File: config.mk
export PLATFORM = sky130hd
export DESIGN_NAME = board_scan_driver
export DESIGN_NICKNAME = d
export VERILOG_FILES = /design/src/rtl/board_scan_driver.sv
export SDC_FILE = /design/constraint.sdc
export NUM_CORES = 2
export LEC_CHECK = 0
export BUFFER_PORTS_ARGS = -buffer_cell sky130_fd_sc_hd__buf_2
export CORE_MARGIN = 3
export CORE_UTILIZATION = 40
export DETAILED_ROUTE_END_ITERATION = 8
export PLACE_DENSITY = 0.52
export SLEW_MARGIN = 5
export SYNTH_ARGS = -nofsm -noshare
export SYNTH_HDL_FRONTEND = slang
export SYNTH_SLANG_ARGS = --single-unit
File: constraint.sdc
create_clock -name clk -period 7.1 [get_ports clk]
set_clock_uncertainty 0.05 [all_clocks]
set_input_delay 1.42 -clock clk [delete_from_list [all_inputs] [get_ports clk]]
set_output_delay 1.42 -clock clk [all_outputs]
set_load 0.005 [all_outputs]
File: src/rtl/board_scan_driver.sv
// rtl/board_scan_driver.sv - Double-buffered LED matrix row scanner
module board_scan_driver #(
  parameter int         N      = 32,
  parameter logic [7:0] SPACE  = 8'd32,
  parameter int         CLKDIV = 2,
  parameter int         DWELL  = 64
) (
  input  logic       clk,
  input  logic       reset,
  input  logic       wr_en,
  input  logic [4:0] wr_row,
  input  logic [4:0] wr_col,
  input  logic [7:0] wr_char,
  input  logic       frame_done,
  output logic [4:0] led_row,
  output logic       led_sclk,
  output logic       led_sdo,
  output logic       led_latch,
  output logic       led_oe_n,
  output logic       swap_pulse,
  output logic       wr_overrun
);

  localparam int BITCYC = 2 * CLKDIV;
  localparam int CMAX   = (BITCYC > DWELL) ? BITCYC : DWELL;
  localparam int CW     = $clog2(CMAX + 1);

  typedef enum logic [1:0] {S_SHIFT, S_LATCH, S_DWELL} state_e;

  state_e        state_q, state_d;
  logic [4:0]    bit_q, bit_d;
  logic [CW-1:0] cyc_q, cyc_d;
  logic [4:0]    row_q, row_d;
  logic          pending_q;
  logic          front_q, front_d;
  logic          displayed_q, displayed_d;
  logic          swap;
  logic          overrun_q;
  logic [4:0]    led_row_q;
  logic          led_sclk_q, led_sdo_q, led_latch_q, led_oe_n_q, swap_pulse_q;

  logic [N-1:0]  bank_q [2][N];
  logic [N-1:0]  front_row;

  // Writes always target the back bank; they are refused while a swap is pending.
  always_ff @(posedge clk) begin
    if (wr_en && !pending_q) begin
      bank_q[~front_q][wr_row][wr_col] <= (wr_char != SPACE);
    end
  end

  always_comb begin
    state_d = state_q;
    bit_d   = bit_q;
    cyc_d   = cyc_q;
    row_d   = row_q;
    swap    = 1'b0;
    case (state_q)
      S_SHIFT: begin
        if (cyc_q == CW'(BITCYC - 1)) begin
          cyc_d = '0;
          if (bit_q == 5'(N - 1)) begin
            bit_d   = '0;
            state_d = S_LATCH;
          end else begin
            bit_d = bit_q + 5'd1;
          end
        end else begin
          cyc_d = cyc_q + CW'(1);
        end
      end
      S_LATCH: begin
        state_d = S_DWELL;
        cyc_d   = '0;
      end
      S_DWELL: begin
        if (cyc_q == CW'(DWELL - 1)) begin
          cyc_d   = '0;
          state_d = S_SHIFT;
          if (row_q == 5'(N - 1)) begin
            row_d = '0;
            swap  = pending_q;
          end else begin
            row_d = row_q + 5'd1;
          end
        end else begin
          cyc_d = cyc_q + CW'(1);
        end
      end
      default: state_d = S_SHIFT;
    endcase
    front_d     = front_q ^ swap;
    displayed_d = displayed_q | swap;
    front_row   = bank_q[front_d][row_d];
  end

  // Outputs are registered from the next state so they line up with the state they describe.
  always_ff @(posedge clk or posedge reset) begin
    if (reset) begin
      state_q      <= S_SHIFT;
      bit_q        <= '0;
      cyc_q        <= '0;
      row_q        <= '0;
      pending_q    <= 1'b0;
      front_q      <= 1'b0;
      displayed_q  <= 1'b0;
      overrun_q    <= 1'b0;
      led_row_q    <= '0;
      led_sclk_q   <= 1'b0;
      led_sdo_q    <= 1'b0;
      led_latch_q  <= 1'b0;
      led_oe_n_q   <= 1'b1;
      swap_pulse_q <= 1'b0;
    end else begin
      state_q     <= state_d;
      bit_q       <= bit_d;
      cyc_q       <= cyc_d;
      row_q       <= row_d;
      front_q     <= front_d;
      displayed_q <= displayed_d;
      if (swap) begin
        pending_q <= 1'b0;
      end else if (frame_done) begin
        pending_q <= 1'b1;
      end
      if (wr_en && pending_q) begin
        overrun_q <= 1'b1;
      end
      led_sclk_q  <= (state_d == S_SHIFT) && (cyc_d >= CW'(CLKDIV));
      led_sdo_q   <= (state_d == S_SHIFT) && displayed_d && front_row[bit_d];
      led_latch_q <= (state_d == S_LATCH);
      if (state_d == S_LATCH) begin
        led_row_q <= row_d;
      end
      // Blank until a complete board has been swapped in at least once.
      led_oe_n_q   <= !((state_d == S_DWELL) && displayed_d);
      swap_pulse_q <= swap;
    end
  end

  assign led_row    = led_row_q;
  assign led_sclk   = led_sclk_q;
  assign led_sdo    = led_sdo_q;
  assign led_latch  = led_latch_q;
  assign led_oe_n   = led_oe_n_q;
  assign swap_pulse = swap_pulse_q;
  assign wr_overrun = overrun_q;

endmodule

### Yosys cells after proc, flatten, opt, wreduce, memory -nomap -nowiden

Memories as Yosys holds them, arrays and structs flattened.
Index checks and enable logic that the tools add are counted.

| operators by class | value |
|---|---|
| add/sub/neg operators | 3 |
| order comparisons | 7 |
| equality and inequality tests | 9 |
| mux-type cells | 29 |
| bitwise operators | 5 |
| reductions and logical operators | 13 |

Operators with widths:

| kind | number |
|---|---|
| 2-to-1 mux 1024 bit | 1 |
| binary-select mux 32 bit (select 5 bit) | 1 |
| demux 32 bit (select 5 bit) | 1 |
| 2-to-1 mux 32 bit | 3 |
| 2-to-1 mux 5 bit | 6 |
| one-hot mux 7 bit (3 select lines) | 1 |
| 2-to-1 mux 7 bit | 2 |
| greater-or-equal comparator 6 bit (second input constant) | 2 |
| < comparator 5 x 6 -> 1 bit (second input constant) | 2 |
| NOT 5 -> 6 bit | 2 |
| adder 5 x 1 -> 5 bit (second input constant) | 2 |
| == test 5 bit (second input constant) | 2 |
| logical AND 1 bit | 8 |
| 2-to-1 mux 1 bit | 8 |
| != test 8 x 6 -> 1 bit (second input constant) | 1 |
| adder 7 x 1 -> 7 bit (second input constant) | 1 |
| == test 7 x 2 -> 1 bit (second input constant) | 1 |
| == test 7 x 6 -> 1 bit (second input constant) | 1 |
| greater-or-equal comparator 7 x 2 -> 1 bit (second input constant) | 1 |
| < comparator 6 x 1 -> 1 bit (second input constant) | 1 |
| 2-to-1 mux 2 bit | 3 |
| one-hot mux 2 bit (3 select lines) | 1 |
| binary-select mux 1 bit (select 5 bit) | 1 |
| demux 1 bit (select 5 bit) | 1 |
| other kinds (9) | 13 |

| word-level totals | value |
|---|---|
| bits in registers | 33 |
| memory bits (writable) | 2048 |
| input port bits | 22 |
| output and inout port bits | 11 |
| logic and storage cells | 81 |
| memories kept | 1 |

Memory list:

| name | depth | bits a word | rd ports | clocked after memory_dff | wr ports | line | source |
|---|---|---|---|---|---|---|---|
| bank_q | 2 | 1024 | 1 | 0 | 1 | 42 | `logic [N-1:0] bank_q [2][N];` |

### Logic depth before layout (Yosys ltp)

An unclocked memory read counts as a cell.

| depth | value |
|---|---|
| depth in word-level cells | 12 |
| depth in mapped cells | 21 |
| depth with buffers taken out | 15 |

### Least setup slack after synthesis

No wires, ideal clock.

| timing path | value |
|---|---|
| kind | input to register |
| start point | input port wr_char[5] |
| end point | memory bank_q[0][0] (netlist name), data pin |
| setup time | 5.200 ns |
| arrival | 25.638 ns |
| data required time | 1.850 ns |
| path slack | -23.788 ns |
| cell stages on the path | 2 |
| path buffers | 0 |
| cell sequence | nor4b_1 -> nand2_1 |

| between the ends | value |
|---|---|
| word-level cells in the longest chain between the ends | 1 |

RTL lines:

| what | line | source |
|---|---|---|
| start, declared | 13 | `input logic [7:0] wr_char,` |
| != test 8 x 6 -> 1 bit | 48 | `bank_q[~front_q][wr_row][wr_col] <= (wr_char != SPACE);` |
| end, declared | 42 |  |

Every way passes these cells.

### Worst setup path in the final report

| timing path | value |
|---|---|
| start point | register row_q[0] |
| end point | register led_sdo_q (netlist: led_sdo) |

| between the ends | value |
|---|---|
| word-level cells in the longest chain between the ends | 12 |
| elaborated cells between the ends (all ways) | 19 |
| those cells by class | add/sub: 1; eq/ne: 1; mux: 11; bitwise: 3; reduce/logical: 2; memory: 1 |

RTL lines:

| what | line | source |
|---|---|---|
| start, declared | 33 | `logic [4:0] row_q, row_d;` |
| start signal, assigned | 118 | `row_q <= row_d;` |
| == test 5 bit | 80 | `if (row_q == 5'(N - 1)) begin` |
| 2-to-1 mux 1 bit | 80 |  |
| 2-to-1 mux 1 bit | 77 | `if (cyc_q == CW'(DWELL - 1)) begin` |
| 2-to-1 mux 1 bit | 58 | `case (state_q)` |
| bitwise XOR 1 bit | 92 | `front_d = front_q ^ swap;` |
| memory read (2 x 1024 bit) | -- |  |
| binary-select mux 32 bit (select 5 bit) | 94 | `front_row = bank_q[front_d][row_d];` |
| 2-to-1 mux 32 bit (not written as such) (2 in series) | 94 |  |
| binary-select mux 1 bit (select 5 bit) | 130 | `led_sdo_q <= (state_d == S_SHIFT) && displayed_d && front_row[bit_d];` |
| 2-to-1 mux 1 bit (not written as such) | 130 |  |
| logical AND 1 bit * | 130 |  |
| end signal, assigned | 130 |  |
| end, declared | 40 | `logic led_sclk_q, led_sdo_q, led_latch_q, led_oe_n_q, swap_pulse_q;` |

Every way passes the cells marked *; elsewhere a longest branch is shown, timed or not. The select of a mux whose other input is x is not followed.
A chain may end at the register's enable or synchronous reset.

==> metrics <==
outcome=finished with violations; failing checks=slew limit; most frequent cell after synthesis=nor2_1; Post-synth top flop=edfxtp_1; worst min path class=flop to flop; multiplexer share of the synthesized area=0.0205; Post-synth EDFFs=slightly above 2000; max-slew violations=about 110; Max Cap Viol=0; DIE HEIGHT=between 400 and 500 um; PD cells=~240 nW/um^2; slowest stage delay, CP=1.02 ns; flops & latches, synth=~2100; peak supply drop=0.304 mV; final hold vios=0; vias in the first global route=around 64000; reg2reg start=row_q[0]; Synthesized Nets=approximately 8400; routability cong.=just under 0.9; relative slew slack=-0.0404; post-DR vias/cell=approximately 6.1; Worst path depth=17; via count=68800; Post-CTS Hold Buffers=0; Slowest-stage cell, CP=nor4_1; Synth top area share=0.666; Fill cells=roughly 21000; Synth area leader=edfxtp_1; Num CTS Buffers=between 200 and 250; HPWL reported at the end of detailed placement=approximately 190 mm; DR pass1 iterations=6; pin count of the biggest net entering global routing=311; part of the Yosys area used for sequential elements=0.675; final setup fails=0; Syn Inst Count=about 8300; port bufs=32; CTS tree=done; register clock-pin slew on the reported worst setup and hold paths=~0.06 ns; post-synthesis adder-cell area fraction=0.000678; r2r setup slk=about 0.28 ns; Worst Setup SP=row_q[0]; Power Total=24.7 mW; Tmin final=6.82 ns; cell breakdown of the critical path=ha_1 > and3_1 > ha_1 > nand2_1 > nor4_4 > nor2_4 > inv_16 > buf_12 > buf_4 > nand2_1 > and3_1 > a31oi_1 > o311ai_0 > nor4_1 > nand4_1 > a2111oi_2 > a22o_1; CTS Buffer Depth=3; WL/cell=between 30 and 40 um; Root Buffer=clkbuf_16; # nets final=about 8100; WP data required=7.87 ns; post-CTS setup repair buffer count=0; layout cell share with drive strength beyond 1=0.0908; DR DRC count=0; Syn Std Cell Area=around 90000 sq um; grt ovf=0; initial DRC count=~11000; synth warn=0; number of buffer and inverter stages on the critical path=3; family with the most delay on the worst path=simple AND/OR/NAND/NOR gates; core box area=~230000 sq um; initial core utilization=0.404; Mean Syn Cell Area=~11 sq um; main combinational cell family by area after synthesis=simple AND/OR/NAND/NOR gates; worst setup path endpoint=led_sdo; # clock sinks=~2100; top cells by area, synth=edfxtp_1, nor2_1, nand2_1, clkbuf_1, and3_1; standard-cell rows=about 180; ys async rst share=0.0159; global-route usage over all layers=0.289; die area=~240000 sq um; FF-to-FF path depth=17; later-pin clock latency in the skew report=slightly below 0.9 ns; Slew @ Worst Pin=1.56 ns; worst r2r dst=led_sdo; Final period util=0.960; area share of and/or/nand/nor cells after synthesis=0.192; Syn-to-layout area delta=11.2%; Max Fclk=147 MHz; post-synthesis xor/xnor area fraction=0.000285; final WL=around 350 mm; CP endpoint kind=flop; antenna-violating nets left=0; Static Leak=34.9 nW; Multi-input gate area=27100 sq um; CP Launch Type=flop; first-pass GRT wire length=approximately 490 mm; Unique masters post-synth=a little under 90; Die X=~490 um; complex-gate fraction of the synthesized area=0.0730; Post-synth top cells=nor2_1, edfxtp_1, nand2_1, clkbuf_1, and3_1; peak fanout along the critical path=between 100 and 150; FF+latch area=62300 sq um; H-tree levels=4; initial antenna violation count=22; setup_tns=0 ns; WS Path Type=flop to flop; RSZ-0062 raised after global routing=no; I/O pin total=33; Resize count post-CTS=0; Worst EP arrival=approximately 7.6 ns
[placed cells by master (no fill, tap or decap), types with 25 or more instances in the layout]
master and n:
a21oi_1 161, edfxtp_1 2048, nand3_1 246, dfrtp_1 32, buf_12 36, clkinv_1 41
clkbuf_1 67, nor3_1 58, a31oi_1 178, nand2_2 54, clkinv_2 45, buf_2 32
nand2_4 47, a32oi_1 81, a211oi_1 198, a311oi_1 93, nor2_1 2081, nand4_1 31
and3_1 273, o22ai_1 35, mux4_2 25, nand2_1 1404, mux2i_1 129, nor4_1 37
buf_4 205, clkbuf_16 227, o21ai_0 82
[routing by layer]
layer  global-route usage  wire, um  part of all wire  up-vias
li1                     -         -                 -    28900
met1                0.406    143000              0.41    35400
met2                0.448    157000              0.45     3769
met3               0.0545     34800              0.10      665
met4                0.107     14100             0.040        4
met5                    0        24          0.000069        -
[flip-flops by register name (all words and copies together) (netlist names), 2 cells and up]
name,cells
cyc_q,7
bit_q,5
row_q,5
state_q,2
bank_q,2048
led_row,5
[through the flow]
step	utilization	hold WS [ns]	worst slack [ns]	area, sq um	cells
after floorplan	-	0.395	0.103	92300	8336
after global placement	0.419	0.395	0.514	95700	10800
after detailed placement	0.419	0.400	0.475	95700	10800
after CTS	0.449	0.412	0.461	103000	11200
after global routing	0.449	0.436	0.113	103000	11200
final	0.450	0.412	0.285	103000	11300
[cell type report]
| class | instances | area share |
|---|---|---|
| Tap cell | 3009 | 0.0367 |
| Antenna cell | 12 | 0.000292 |
| Multi-Input combinational cell | 5447 | 0.264 |
| Inverter | 21 | 0.00108 |
| Clock buffer | 298 | 0.0583 |
| Sequential cell | 2081 | 0.607 |
| Clock inverter | 110 | 0.00918 |
| Timing Repair Buffer | 273 | 0.0236 |
[worst min-delay path by stage]
| stage | from | endpoint | cells past startpoint |
|---|---|---|---|
| 6_report | wr_overrun | wr_overrun | 1 |
| 5_1_grt | wr_overrun | wr_overrun | 1 |
| 4_1_cts | wr_overrun | wr_overrun | 1 |
| 3_5_place_dp | wr_overrun | wr_overrun | 1 |
| 3_3_place_gp | wr_overrun | wr_overrun | 1 |
| 2_1_floorplan | displayed_q | displayed_q | 1 |
[cells by family after synthesis]
| logic type | after synthesis |
|---|---|
| compound gates | 965 |
| simple gates | 4317 |
| fa+ha+maj | 5 |
| xor+xnor | 3 |
| buf+inv | 808 |
| mux | 157 |
| flops | 2081 |
[power by group]
| part | internal, mW | switching [mW] | leakage (nW) |
|---|---|---|---|
| clock network | 6.33 | 4.98 | 3.40 |
| logic | 0.0167 | 0.121 | 7.86 |
| registers | 13.3 | 0.0000000000000000613 | 23.6 |
No activity file was read; power rests on OpenSTA's default activity.
